==> config.mk <==
export PLATFORM = sky130hd
export DESIGN_NAME = des_key_schedule_rev
export DESIGN_NICKNAME = d
export VERILOG_FILES = /design/src/rtl/des_key_schedule_rev.sv
export SDC_FILE = /design/constraint.sdc
export NUM_CORES = 1
export LEC_CHECK = 0
export BUFFER_PORTS_ARGS = -buffer_cell sky130_fd_sc_hd__buf_2
export CORE_MARGIN = 2
export CORE_UTILIZATION = 35
export DETAILED_ROUTE_END_ITERATION = 10
export PLACE_DENSITY = 0.64
export RECOVER_POWER = 100
export SLEW_MARGIN = 30
export SYNTH_ARGS = -nofsm -noshare
export SYNTH_HDL_FRONTEND = slang
export SYNTH_SLANG_ARGS = --single-unit
==> constraint.sdc <==
create_clock -name wClk -period 2.75 [get_ports wClk]
set_clock_uncertainty 0.05 [all_clocks]
set_input_delay 0.55 -clock wClk [delete_from_list [all_inputs] [get_ports wClk]]
set_output_delay 0.55 -clock wClk [all_outputs]
set_load 0.01 [all_outputs]
==> src/rtl/des_key_schedule_rev.sv <==
// DES round-subkey generator: one 48-bit subkey per handshake, K16..K1 (pDecrypt=1) or K1..K16.
// First subkey one cycle after key accept; a stalled consumer freezes subkey, round and CD state.
module des_key_schedule_rev #(
  parameter bit pDecrypt = 1'b1
) (
  input  logic        wClk,
  input  logic        wResetN,
  input  logic [0:63] wKey,
  input  logic        wKeyValid,
  output logic        wKeyReady,
  output logic [0:47] wSubKey,
  output logic        wSubKeyValid,
  input  logic        wSubKeyReady,
  output logic [0:3]  wRound,
  output logic        wLast
);

  typedef enum logic {IDLE, RUN} state_t;

  localparam int PC1_TAB [0:55] = '{
    57, 49, 41, 33, 25, 17,  9,  1, 58, 50, 42, 34, 26, 18,
    10,  2, 59, 51, 43, 35, 27, 19, 11,  3, 60, 52, 44, 36,
    63, 55, 47, 39, 31, 23, 15,  7, 62, 54, 46, 38, 30, 22,
    14,  6, 61, 53, 45, 37, 29, 21, 13,  5, 28, 20, 12,  4
  };

  localparam int PC2_TAB [0:47] = '{
    14, 17, 11, 24,  1,  5,  3, 28, 15,  6, 21, 10,
    23, 19, 12,  4, 26,  8, 16,  7, 27, 20, 13,  2,
    41, 52, 31, 37, 47, 55, 30, 40, 51, 45, 33, 48,
    44, 49, 39, 56, 34, 53, 46, 42, 50, 36, 29, 32
  };

  // Bit i set when round i+1 shifts by two; the other rounds shift by one.
  localparam logic [0:15] SHIFT2 = 16'b0011_1111_0111_1110;

  function automatic logic [0:55] pc1(input logic [0:63] k);
    logic [0:55] r;
    r = '0;
    for (logic [5:0] i = 6'd0; i < 6'd56; i = i + 6'd1) begin
      r[i] = k[6'(PC1_TAB[i] - 1)];
    end
    return r;
  endfunction

  function automatic logic [0:47] pc2(input logic [0:55] cd);
    logic [0:47] r;
    r = '0;
    for (logic [5:0] i = 6'd0; i < 6'd48; i = i + 6'd1) begin
      r[i] = cd[6'(PC2_TAB[i] - 1)];
    end
    return r;
  endfunction

  function automatic logic [0:27] rotl(input logic [0:27] h, input logic two);
    return two ? {h[2:27], h[0:1]} : {h[1:27], h[0]};
  endfunction

  function automatic logic [0:27] rotr(input logic [0:27] h, input logic two);
    return two ? {h[26:27], h[0:25]} : {h[27], h[0:26]};
  endfunction

  state_t      state_q, state_d;
  logic [0:55] cd_q, cd0, cd_load, cd_step, cd_next;
  logic [3:0]  step_q;
  logic [0:47] sub_key_q;
  logic [0:3]  round_q;
  logic        key_take, step_take, seq_done;
  logic        unused_parity;

  assign unused_parity = ^{wKey[7], wKey[15], wKey[23], wKey[31],
                           wKey[39], wKey[47], wKey[55], wKey[63]};

  always_comb begin
    state_d   = state_q;
    key_take  = 1'b0;
    step_take = 1'b0;
    seq_done  = 1'b0;
    case (state_q)
      IDLE: begin
        if (wKeyValid) begin
          state_d  = RUN;
          key_take = 1'b1;
        end
      end
      RUN: begin
        if (wSubKeyReady) begin
          if (step_q == 4'd15) begin
            state_d  = IDLE;
            seq_done = 1'b1;
          end else begin
            step_take = 1'b1;
          end
        end
      end
      default: state_d = IDLE;
    endcase
  end

  // Decrypt starts from CD0 directly: the 28 total left shifts bring C16/D16 back to C0/D0.
  always_comb begin
    cd0     = pc1(wKey);
    cd_load = pDecrypt ? cd0 : {rotl(cd0[0:27], 1'b0), rotl(cd0[28:55], 1'b0)};
    if (pDecrypt) begin
      cd_step = {rotr(cd_q[0:27], SHIFT2[4'd15 - step_q]),
                 rotr(cd_q[28:55], SHIFT2[4'd15 - step_q])};
    end else begin
      cd_step = {rotl(cd_q[0:27], SHIFT2[step_q + 4'd1]),
                 rotl(cd_q[28:55], SHIFT2[step_q + 4'd1])};
    end
    cd_next = key_take ? cd_load : cd_step;
  end

  always_ff @(posedge wClk) begin
    if (!wResetN) begin
      state_q   <= IDLE;
      cd_q      <= '0;
      step_q    <= '0;
      sub_key_q <= '0;
      round_q   <= '0;
    end else begin
      state_q <= state_d;
      if (key_take) begin
        cd_q      <= cd_next;
        step_q    <= '0;
        sub_key_q <= pc2(cd_next);
        round_q   <= pDecrypt ? 4'd15 : 4'd0;
      end else if (step_take) begin
        cd_q      <= cd_next;
        step_q    <= step_q + 4'd1;
        sub_key_q <= pc2(cd_next);
        round_q   <= pDecrypt ? round_q - 4'd1 : round_q + 4'd1;
      end else if (seq_done) begin
        step_q <= '0;
      end
    end
  end

  assign wKeyReady    = (state_q == IDLE);
  assign wSubKeyValid = (state_q == RUN);
  assign wSubKey      = sub_key_q;
  assign wRound       = round_q;
  assign wLast        = (step_q == 4'd15);

endmodule

* Word level (Yosys, flattened, before mapping)
Memories as Yosys holds them, arrays and structs flattened.
Cells that the tools add are included.
** Operators by class
- Add/subtract/negate cells :: 3
- $lt $le $gt $ge :: 1
- Equality and inequality tests :: 1
- Muxes and demuxes :: 23
- Bitwise gates (word level) :: 3
- Reduce and logical (&&, ||, !) cells :: 3
** Operators with widths (number)
- $mux 56 :: 3
- $mux 48 :: 2
- $mux 28 :: 2
- $mux 4 :: 4
- $mux 1 :: 11
- $ge 5x5->1 const B :: 1
- $not 4->5 :: 1
- $add 4x1->4 const B :: 1
- $eq 4x4->1 const B :: 1
- $reduce_bool 2->1 :: 2
- $sub 4x1->4 const B :: 1
- $sub 4x4->4 const A :: 1
- $not 1->1 :: 2
- $pmux 1 s2 :: 1
- $reduce_or 2->1 :: 1
** Word-level totals
- Register bits after elaboration :: 113
- Memory bits (read-only) :: 16
- Bits of input ports :: 68
- Output and inout port bits :: 55
- Logic and storage cells :: 40
- Memories :: 1
** Memory list
- (name not given) :: depth 16, width 1, rd ports 1, clocked after Yosys merged registers in 0, write ports 0, line 106 : rotr(cd_q[28:55], SHIFT2[4'd15 - step_q])};

* Logic depth before layout (Yosys ltp)
- Depth after elaboration :: 9
- Gate-level depth with buffers :: 8
- Depth with buffers taken out :: 6

* Least setup slack after synthesis
Ideal clock, no wire load.
- Kind :: register -> register
- From :: register step_q[1]
- To :: register cd_q[37] in the netlist's numbering
- Library setup time :: 122 ps
- Arrival time :: 1532 ps
- Required time :: 2578 ps
- Slack :: 1046 ps
- Cell stages (with the launch flop) :: 9
- Buffers on the path :: 2
- Clock period less this slack :: 1704 ps
- Cells stage by stage :: dfxtp_1 > ha_1 > nand3_2 > inv_2 > nor2_4 > nand2_1 > buf_2 > buf_2 > o21ai_2
** On the way
- Elaborated cells between the ends (all ways) :: 14
- Those cells by class :: add/sub (1); eq/ne (1); mux (9); bitwise (1); reduce/logical (1); memory (1)
** RTL lines
- from (decl) :: line 65 : logic [3:0] step_q;
- from (signal assigned) :: line 130 : step_q <= step_q + 4'd1;
- $eq 4x4->1
- via wLast :: line 15 : output logic wLast
- $mux 1 :: line 88 : if (step_q == 4'd15) begin
- $mux 1 :: line 87 : if (wSubKeyReady) begin
- $mux 1 :: line 79 : case (state_q)
- $reduce_bool 2->1 (no source line)
- to (signal assigned) :: line 124 : cd_q <= cd_next;
- to (signal assigned) :: line 129 : cd_q <= cd_next;
- to (decl) :: line 64 : logic [0:55] cd_q, cd0, cd_load, cd_step, cd_next;
The timed path passes the listed nets, and every way through them passes these cells. The select of a mux whose other input is x is not followed.
A chain may end at the register's enable or synchronous reset.

* Worst setup path in the final report
- From :: register step_q[0]
- To :: output port wLast
** On the way
- Cells in the longest elaborated chain, start to end :: 1
** RTL lines
- $eq 4x4->1 :: line 143 : assign wLast = (step_q == 4'd15);
- to (decl) :: line 15
Every way passes these cells.

==> results.rst <==
.. list-table::
   :header-rows: 1

   * - Metric
     - Value
   * - Clock tree from TritonCTS
     - yes
   * - Setup TNS
     - 0 ns
   * - Result of the run
     - finished, final reports clean
   * - Final non-filler cell total
     - 526
   * - Cell count after synthesis
     - 359
   * - Via count of the first global-routing pass
     - 2341
   * - Data arrival, critical path
     - 1.64 ns
   * - Drt initial violations
     - 68
   * - Initial cell density of the core
     - 35.5%
   * - CTS H-tree lvls
     - 3
   * - Worst R2R Path Depth
     - 7
   * - GRT Util Overall
     - 12.9%
   * - Power Dens Cells
     - 555 nW/um^2
   * - Die Y-Extent
     - 103 um
   * - Area growth syn-to-layout
     - 5.49%
   * - Routed length per placed instance
     - 12.9 um
   * - LEAKAGE
     - 1.26 nW
   * - Number of antenna violations at the first check in global routing
     - 0
   * - Clock Path Buffers
     - 2
   * - Number of filler instances in the final layout
     - 1049
   * - Pin count of the biggest net entering global routing
     - 57
   * - Fraction of the cycle the final worst path needs
     - 81.3%
   * - Antenna diodes
     - 0
   * - Final Max Slew Viols
     - 0
   * - Biggest area consumer among synthesized cells
     - sky130_fd_sc_hd__dfxtp_1
   * - Critical path's largest stage delay
     - 0.44 ns
   * - CTS Hold Buffers Added
     - 0
   * - Most instantiated cells after synthesis
     - 65 x sky130_fd_sc_hd__dfxtp_1, 58 x sky130_fd_sc_hd__mux2i_1, 49 x sky130_fd_sc_hd__buf_4
   * - Clock slew at reported path FFs
     - 0.07 ns
   * - Fraction of post-synthesis cell area in the top cell type by area
     - 38.0%
   * - Timing-limited maximum frequency
     - 0.447 GHz
   * - Worst setup margin
     - 0.513 ns
   * - Number of standard-cell rows in the floorplan
     - 36
   * - Fraction of layout cells with a size suffix above 1
     - 15.0%
   * - Sequential cell area
     - 1300 sq um
   * - Maximum resistive drop on vdd
     - 0.000223 V
   * - Netlist area before placement
     - 3420 sq um
   * - Finished layout cell area
     - 3610 sq um
   * - TritonCTS Sinks
     - 65
   * - Type of the setup path with the least slack
     - reg -> out
   * - Number of instances on the worst hold path
     - 3
   * - Maximum capacitance violations
     - 0
   * - Sequential element share of the synthesized area
     - 38.0%
   * - Library cell with the highest instance count after synthesis
     - sky130_fd_sc_hd__dfxtp_1
   * - Total DRC errors in the routed layout
     - 0
   * - Post-Synthesis Mean Instance Area
     - 9.53 sq um
   * - Count of state elements after synthesis
     - 65
   * - Number of failing hold endpoints at the final stage
     - 0
   * - Yosys warns
     - 0
   * - Worst setup timing slack at the placement stage
     - 0.651 ns
   * - Antenna Violating Nets Remaining
     - 0
   * - Total setup violations reported at the end of the flow
     - 0
   * - Slowest stage cell on the critical path
     - sky130_fd_sc_hd__dfxtp_1
   * - Global-route wire length before repair
     - 10.7 mm
   * - Die footprint
     - 10600 sq um
   * - DP Wirelength
     - 4.55 mm
   * - Post-cts repair resize count
     - 0
   * - Top-level I/O count
     - 123
   * - Worst hold path class
     - in -> reg
   * - RSZ-0062 raised after global routing
     - false
   * - Share of flip-flops with an asynchronous set or reset
     - 0%
   * - WHS
     - 0.369 ns
   * - Port-buffer cells
     - 66
   * - Type of destination of the critical path
     - primary output
   * - Drt pass-1 iters
     - 4
   * - Placed cell areas
     - 3510 sq um
   * - Main area contributors after synthesis
     - sky130_fd_sc_hd__dfxtp_1 38%, sky130_fd_sc_hd__mux2i_1 17%, sky130_fd_sc_hd__buf_4 11%
   * - Critical path launch point type
     - flop
   * - Number of enable flip-flop cells after synthesis
     - 0
   * - Slew at the pin closest to its max-slew limit
     - 0.559 ns
   * - Gpl congestion
     - 0.810
   * - DR vias/cell
     - 4.82
   * - Cell-by-cell trace of the critical path
     - ha_1 -> nand3_1 -> inv_1 -> clkbuf_1
   * - Multi-input logic area
     - 1580 sq um
   * - Critical path data required time
     - 2.15 ns
   * - Clk Latency, worst-skew pair
     - 0.34 ns
   * - Primary FF master, synth
     - sky130_fd_sc_hd__dfxtp_1
   * - Total length of routed wires
     - 6.79 mm
   * - Routed via count
     - 2537
   * - Worst-path maximum fanout
     - 6
   * - Nets
     - 462
   * - Number of distinct standard cells referenced by the synthesized netlist
     - 34
   * - Die boundary width
     - 103 um
   * - Aggregate global routing overflow
     - 0
   * - Worst max-slew margin expressed relative to the limit
     - 61.7%
   * - Number of clock buffers inserted by TritonCTS
     - 9
   * - Number of cells in the design after placement
     - 511
   * - Total core area
     - 9640 sq um
   * - # Post-CTS Setup Buffers
     - 0
   * - Cell chosen for the clock root
     - sky130_fd_sc_hd__clkbuf_8
   * - Time the final worst path needs with I/O delays and setup
     - 2.24 ns
## registers in the layout (all words and copies together) (netlist names)
| register | flops |
|---|---|
| wSubKeyValid | 1 |
| wSubKey | 1 |
| wRound | 4 |
| step_q | 4 |
| cd_q | 55 |
## cells in the final DEF (no fill, tap or decap), types with 2 or more instances in the layout
cell / instances
sky130_fd_sc_hd__a211oi_1: 2
sky130_fd_sc_hd__a21oi_1: 5
sky130_fd_sc_hd__a22oi_1: 28
sky130_fd_sc_hd__a311oi_1: 3
sky130_fd_sc_hd__buf_12: 2
sky130_fd_sc_hd__buf_2: 31
sky130_fd_sc_hd__buf_4: 3
sky130_fd_sc_hd__clkbuf_1: 35
sky130_fd_sc_hd__clkbuf_8: 9
sky130_fd_sc_hd__clkinv_2: 3
sky130_fd_sc_hd__clkinvlp_4: 2
sky130_fd_sc_hd__conb_1: 20
sky130_fd_sc_hd__dfxtp_1: 65
sky130_fd_sc_hd__ha_1: 5
sky130_fd_sc_hd__inv_1: 7
sky130_fd_sc_hd__mux2i_1: 58
sky130_fd_sc_hd__nand2_1: 33
sky130_fd_sc_hd__nand3_1: 4
sky130_fd_sc_hd__nor2_1: 5
sky130_fd_sc_hd__nor3_1: 2
sky130_fd_sc_hd__o21ai_0: 56
sky130_fd_sc_hd__o21ai_2: 2
## routing by layer
metal / global-route usage (%) / vias to the layer above / share of wire, %
met3: 3.53 / 12 / 5.7
met2: 22.1 / 64 / 47
met4: 5.77 / 0 / 1.8
li1: - / 1258 / -
met1: 15.1 / 1203 / 45
met5: 0 / - / 0
## kinds of logic after synthesis
group,share of synthesized area [%]
fa+ha+maj,1.83
mux,17.4
buf+inv,17.2
other cells,0.110
xor+xnor,0.512
compound gates,18.3
flops,38.0
simple gates,6.66
## per-stage QoR
step | total power [W] | utilization [%]
after CTS | 0.00205 | 38.3
after global placement | 0.00126 | 36.4
final | 0.00200 | 37.4
after global routing | 0.00211 | 37.4
after detailed placement | 0.00126 | 36.4
after floorplan | 0.00123 | -
## critical path, delay by kind of cell (launching register included)
kind          cells  cell delay [ns]
flops             1             0.44
simple gates      1             0.24
buf+inv           2             0.38
fa+ha+maj         1             0.23
## cell type report
| cell class | count | share of cell area (%) |
|---|---|---|
| well taps | 133 | 4.61 |
| multi-input cells | 235 | 43.8 |
| inverters | 7 | 0.728 |
| clock inverters | 6 | 1.66 |
| clock buffers | 9 | 3.43 |
| flip-flops and latches | 65 | 36.1 |
| repair buffers | 71 | 9.67 |
## power by group
group	switching, W	internal [W]	total (W)
sequential	0.0000336	0.000978	0.00101
clock	0.000367	0.000408	0.000775
combinational	0.000128	0.0000882	0.000216
## worst paths after layout
kind | from | to | slack [ns]
setup / recovery | step_q[0]$_SDFFE_PP0P_ | wLast | 0.51
hold / removal | wKey[6] | cd_q[35]$_SDFFE_PN0P_ | 0.37
setup reg to reg | step_q[0]$_SDFFE_PP0P_ | cd_q[46]$_SDFFE_PN0P_ | 0.63
hold reg to reg | cd_q[8]$_SDFFE_PN0P_ | cd_q[8]$_SDFFE_PN0P_ | 0.43
Note: power is estimated with default switching activity, not from simulation.
